<file path="src/rtl/fetch_ctrl.sv">
// Instruction-fetch sequencer: owns the PC, drives the imem request, presents one instruction to decode.
// Latency: 1 cycle from imem_ack to if_valid; redirect shows up on pc_update/imem_addr the next cycle.
// Backpressure: stall holds a valid entry in a one-deep output buffer and suppresses imem_req until it is consumed.
// Optional: define FETCH_ALIGN_CHK_EN to trap misaligned branch targets into the error state.
module fetch_ctrl #(
  parameter logic [31:0] RESET_PC = 32'h0000_0000,
  parameter int          MAX_WAIT = 15
) (
  input  logic        clk,
  input  logic        rst,
  output logic        imem_req,
  output logic [31:0] imem_addr,
  input  logic        imem_ack,
  input  logic [31:0] imem_rdata,
  input  logic        stall,
  input  logic        br_valid,
  input  logic [31:0] br_target,
  output logic        if_valid,
  output logic [31:0] if_ir,
  output logic [31:0] if_pc,
  output logic        pc_update,
  output logic [31:0] pc_i,
  output logic        fetch_err
);

  typedef enum logic [1:0] {IDLE, REQ, HOLD, ERR} state_t;

  localparam logic [7:0] MAX_WAIT_C = 8'(MAX_WAIT);

  state_t      state, state_nxt;
  logic [31:0] pc, pc_nxt;
  logic [7:0]  wait_cnt, wait_nxt;
  logic        vld_nxt;
  logic [31:0] ir_nxt, ifpc_nxt, pci_nxt;
  logic        pcu_nxt;
  logic [31:0] br_tgt;
  logic        br_bad;

  // Redirect targets are always forced to a word boundary.
  assign br_tgt = br_target & 32'hFFFF_FFFC;

`ifdef FETCH_ALIGN_CHK_EN
  assign br_bad = br_valid && (br_target[1:0] != 2'b00);
`else
  assign br_bad = 1'b0;
`endif

  // Never request while an unconsumed instruction is being held by decode.
  assign imem_req  = (state == REQ) && !(if_valid && stall);
  assign imem_addr = pc;
  assign fetch_err = (state == ERR);

  // Next-state and datapath: ERR is terminal, then branch, then stall, then ack.
  always_comb begin
    state_nxt = state;
    pc_nxt    = pc;
    wait_nxt  = wait_cnt;
    vld_nxt   = if_valid;
    ir_nxt    = if_ir;
    ifpc_nxt  = if_pc;
    pcu_nxt   = 1'b0;
    pci_nxt   = pc_i;
    if (state == ERR) begin
      vld_nxt = 1'b0;
    end else if (br_valid) begin
      if (br_bad) begin
        state_nxt = ERR;
        vld_nxt   = 1'b0;
      end else begin
        // Flush: any ack arriving alongside the branch is dropped.
        state_nxt = REQ;
        pc_nxt    = br_tgt;
        pcu_nxt   = 1'b1;
        pci_nxt   = br_tgt;
        vld_nxt   = 1'b0;
        wait_nxt  = 8'd0;
      end
    end else begin
      case (state)
        IDLE: state_nxt = REQ;
        HOLD: begin
          // Decode takes the held entry this cycle, so the buffer empties.
          if (!stall) begin
            state_nxt = REQ;
            vld_nxt   = 1'b0;
          end
        end
        REQ: begin
          if (if_valid && stall) begin
            state_nxt = HOLD;
          end else if (imem_ack) begin
            ir_nxt   = imem_rdata;
            ifpc_nxt = pc;
            vld_nxt  = 1'b1;
            pc_nxt   = pc + 32'd4;
            wait_nxt = 8'd0;
          end else begin
            vld_nxt  = 1'b0;
            wait_nxt = wait_cnt + 8'd1;
            if (wait_nxt == MAX_WAIT_C) begin
              state_nxt = ERR;
            end
          end
        end
        default: state_nxt = IDLE;
      endcase
    end
  end

  // State register.
  always_ff @(posedge clk or posedge rst) begin
    if (rst) begin
      state <= IDLE;
    end else begin
      state <= state_nxt;
    end
  end

  // PC, timeout counter and output buffer registers.
  always_ff @(posedge clk or posedge rst) begin
    if (rst) begin
      pc        <= RESET_PC;
      wait_cnt  <= 8'd0;
      if_valid  <= 1'b0;
      if_ir     <= 32'd0;
      if_pc     <= 32'd0;
      pc_update <= 1'b0;
      pc_i      <= 32'd0;
    end else begin
      pc        <= pc_nxt;
      wait_cnt  <= wait_nxt;
      if_valid  <= vld_nxt;
      if_ir     <= ir_nxt;
      if_pc     <= ifpc_nxt;
      pc_update <= pcu_nxt;
      pc_i      <= pci_nxt;
    end
  end

endmodule

</file>
<file path="config.mk">
export PLATFORM = sky130hd
export DESIGN_NAME = fetch_ctrl
export DESIGN_NICKNAME = d
export VERILOG_FILES = /design/src/rtl/fetch_ctrl.sv
export SDC_FILE = /design/constraint.sdc
export NUM_CORES = 1
export LEC_CHECK = 0
export ABC_CLOCK_PERIOD_IN_PS = 12200
export BUFFER_PORTS_ARGS = -buffer_cell sky130_fd_sc_hd__buf_2
export CELL_PAD_IN_SITES_DETAIL_PLACEMENT = 1
export CELL_PAD_IN_SITES_GLOBAL_PLACEMENT = 2
export CORE_MARGIN = 10
export CORE_UTILIZATION = 33
export CTS_CLUSTER_DIAMETER = 120
export CTS_CLUSTER_SIZE = 30
export DETAILED_ROUTE_END_ITERATION = 8
export PLACE_DENSITY = 0.88
export SLEW_MARGIN = 20
export SYNTH_ARGS = -nofsm -noshare
export SYNTH_HDL_FRONTEND = slang
export SYNTH_SLANG_ARGS = --single-unit
</file>
<file path="constraint.sdc">
create_clock -name clk -period 12.2 [get_ports clk]
set_input_delay 3.05 -clock clk [delete_from_list [all_inputs] [get_ports clk]]
set_output_delay 3.05 -clock clk [all_outputs]
set_load 0.02 [all_outputs]
</file>
==> metrics.txt <==
Post-CTS Setup Bufs 0; first-pass GRT wire length 31800 um; fill cell count 2196; Leak 0.00382 uW; Switching Fraction 0.417; Pwr Density 256 mW/mm^2; CP max stage cell a21bo_2; n_diodes 0; Hold Crit Class register to register; number of antenna violations at the first check in global routing 0; post-placement cell count 1008; Die H 158 um; sequential element share of the synthesized area 0.532; post-route DRC violation count 0; Slew Viols, Final 0; crit end category output pin; post-synth cell types 59; Worst Hold Launch pc_i[3]$_DFFE_PP0P_; GRT Overall Usage 0.162; most frequent CP cell buf_2; Data arrival, critical path 3.65 ns; Skew-Pair Late Insertion Delay 0.42 ns; status finished, final reports clean; RSZ-0062 raised after global routing no; crit-path cells buf_2, a21bo_2, inv_1, buf_2; asr flop ratio synth 1.00; ANT nets after route 0; Layout Skew 0.00733 ns; final period demand of the worst path 6.70 ns; WS Path Type input port to output pin; aggregate routed wire length 20800 um; DP HPWL 15000 um; FF-to-FF Start state[0]$_DFFE_PP0P_; total gr overflow 0; Max-Slew Margin vs Limit 0.388; Comb power frac 0.388; area delta synth->final 27.0%; Clock Pin Slew Worst Setup and Hold Paths 0.06 ns; CTS Sinks 134; fmax 149 MHz; cts hold-fix bufs 0; vias 5361; Yosys warning count 0; Synth Instances 612; Pint 1190 uW; synthesized area per cell 10.3 sq um; final core occ 0.426; DIE AREA 0.0250 sq mm; htree depth 4; WL per Instance 20.0 um; share of cells above drive strength 1 0.378; Starting Density 0.336; TritonCTS Buffers 17; cell row count 50; max_cap viols 0; maximum vdd ir drop 0.0993 mV; Slew @ Worst Pin 0.918 ns; total net switching power 854 uW; crit-path max cell delay 0.25 ns; Die X 158 um; Synth Register Bits 134; # resized after CTS 0; Vias/cell 5.15; sequential share of power 0.370; TritonCTS clock tree done; non-filler cells in the finished layout 1040; Worst setup SP type input port; # nets final 870; Clock power frac 0.241; Final Hold Vio Count 0; clk buf depth 2; pre-CTS setup slack 5.51 ns; Mapped Area 0.00630 sq mm; number of synthesized flops with an enable pin 0; vias in the first global route 5603; Crit Path Max Fanout 6; I/O Pins 201; Setup TNS 0 ns; Final WS setup 5.50 ns; main flop type after synthesis dfrtp_1; Placeable Area 0.0188 sq mm; Iter 0 DRT Violations 267; Final setup viols 0; CTS root buffer clkbuf_16; DR pass1 iterations 4; final worst-path cycle share 0.549; WP data required 9.15 ns; Buffers on Ports 192; Placer Congestion 0.759; Worst Setup SP stall; largest net degree at the start of global routing 78
[critical path: cells and delay by family]
| kind | cells | cell delay (ns) |
|---|---|---|
| AO/OA/AOI/OAI | 1 | 0.25 |
| buffers and inverters | 3 | 0.34 |
[path summary, 6_finish.rpt]
check                      cells past startpoint  slack, ns                         to
min                                            2       0.47        pc_i[3]$_DFFE_PP0P_
max reg2reg                                    8       8.89  imem_addr[24]$_DFFE_PP0P_
min reg2reg                                    2       0.47        pc_i[3]$_DFFE_PP0P_
max                                            4       5.50                   imem_req
min in group asynchronous                      2       2.72      if_ir[24]$_DFFE_PP0P_
max in group asynchronous                      3       8.14       pc_i[31]$_DFFE_PP0P_
[per-layer routing]
metal  vias up  GRT usage  part of all wire
li1       2517          -                 -
met1      2689      0.192              0.42
met2       131      0.283              0.51
met3        24     0.0391             0.050
met4         0     0.0494             0.017
met5         -          0                 0
[layout make-up]
type                    instances  area [sq um]  share of cell area
inverters                       8          35.0             0.00438
clock buffers                  18           439              0.0549
well taps                     234           293              0.0366
repair buffers                198          1010               0.126
clock inverters                14           128              0.0160
multi-input cells             434          2750               0.343
flip-flops and latches        134          3350               0.419
[cell usage in the layout (no fill, tap or decap), types with 5 or more instances in the layout]
cell,n
a21oi_1,16
a22oi_1,8
and3_1,8
buf_2,192
buf_4,6
clkbuf_16,17
conb_1,6
dfrtp_1,134
ha_1,8
inv_1,6
mux2_2,62
mux2i_1,5
nand2_1,124
nand3_1,27
nand4_1,12
nor2_1,34
nor2b_1,5
nor3_1,8
nor4_1,6
o21ai_0,30
or3_1,8
[cells in the mapped netlist (3+ instances only)]
| cell type | n | area share |
|---|---|---|
| a31oi_1 | 4 | 0.0040 |
| nor2_1 | 34 | 0.020 |
| nor4_1 | 6 | 0.0060 |
| buf_1 | 5 | 0.0030 |
| or3_1 | 8 | 0.0079 |
| and4_1 | 3 | 0.0042 |
| nor2b_1 | 5 | 0.0050 |
| a21oi_1 | 16 | 0.013 |
| nor3_1 | 8 | 0.0064 |
| and3_1 | 8 | 0.0079 |
| mux2_2 | 62 | 0.11 |
| a211oi_1 | 4 | 0.0048 |
| a22oi_1 | 8 | 0.0095 |
| clkbuf_1 | 15 | 0.0089 |
| and2_1 | 3 | 0.0030 |
| buf_4 | 6 | 0.0071 |
| dfrtp_1 | 134 | 0.53 |
| a32oi_1 | 3 | 0.0042 |
| a21o_1 | 3 | 0.0036 |
| o22ai_1 | 3 | 0.0030 |
| inv_1 | 7 | 0.0042 |
| o21ai_0 | 30 | 0.024 |
| mux2i_1 | 5 | 0.0079 |
| nand2_1 | 124 | 0.074 |
| ha_1 | 8 | 0.016 |
| a41oi_1 | 3 | 0.0042 |
| buf_2 | 15 | 0.012 |
| or2_2 | 3 | 0.0030 |
| nand4_1 | 12 | 0.012 |
| a311oi_1 | 4 | 0.0056 |
| nand3_1 | 27 | 0.021 |
[state kept, by name, summed over array words and instances, names as in the netlist]
name	cells
if_ir	32
if_pc	30
imem_addr	30
pc_i	30
wait_cnt	8
state	2
if_valid	1
pc_update	1
[power by group through the flow]
stage          registers (uW)  logic (uW)  clock network [uW]
2_1_floorplan             930         325                   0
3_3_place_gp              752         794                   0
3_5_place_dp              766         812                   0
4_1_cts                   759         814                 506
5_1_grt                   785         862                 529
6_report                  758         795                 493
[cells by family (layout without fill, tap and decap cells)]
family          count (synthesis)  after routing  synth area share
other cells                     1              6          0.000595
fa+ha+maj                       8              8            0.0159
xor+xnor                        3              3           0.00417
flops                         134            134             0.532
simple gates                  257            257             0.197
buf+inv                        49            238            0.0357
compound gates                 93             93            0.0953
mux                            67             67             0.119
[through the flow]
| step | area [sq um] | total power [uW] | hold slack [ns] |
|---|---|---|---|
| 6_report | 8000 | 2050 | 0.468 |
| 3_3_place_gp | 7430 | 1550 | 0.455 |
| 2_1_floorplan | 6320 | 1260 | 0.482 |
| 4_1_cts | 8000 | 2080 | 0.471 |
| 5_1_grt | 8000 | 2180 | 0.491 |
| 3_5_place_dp | 7430 | 1580 | 0.457 |
(Power assumes the default switching activity.)
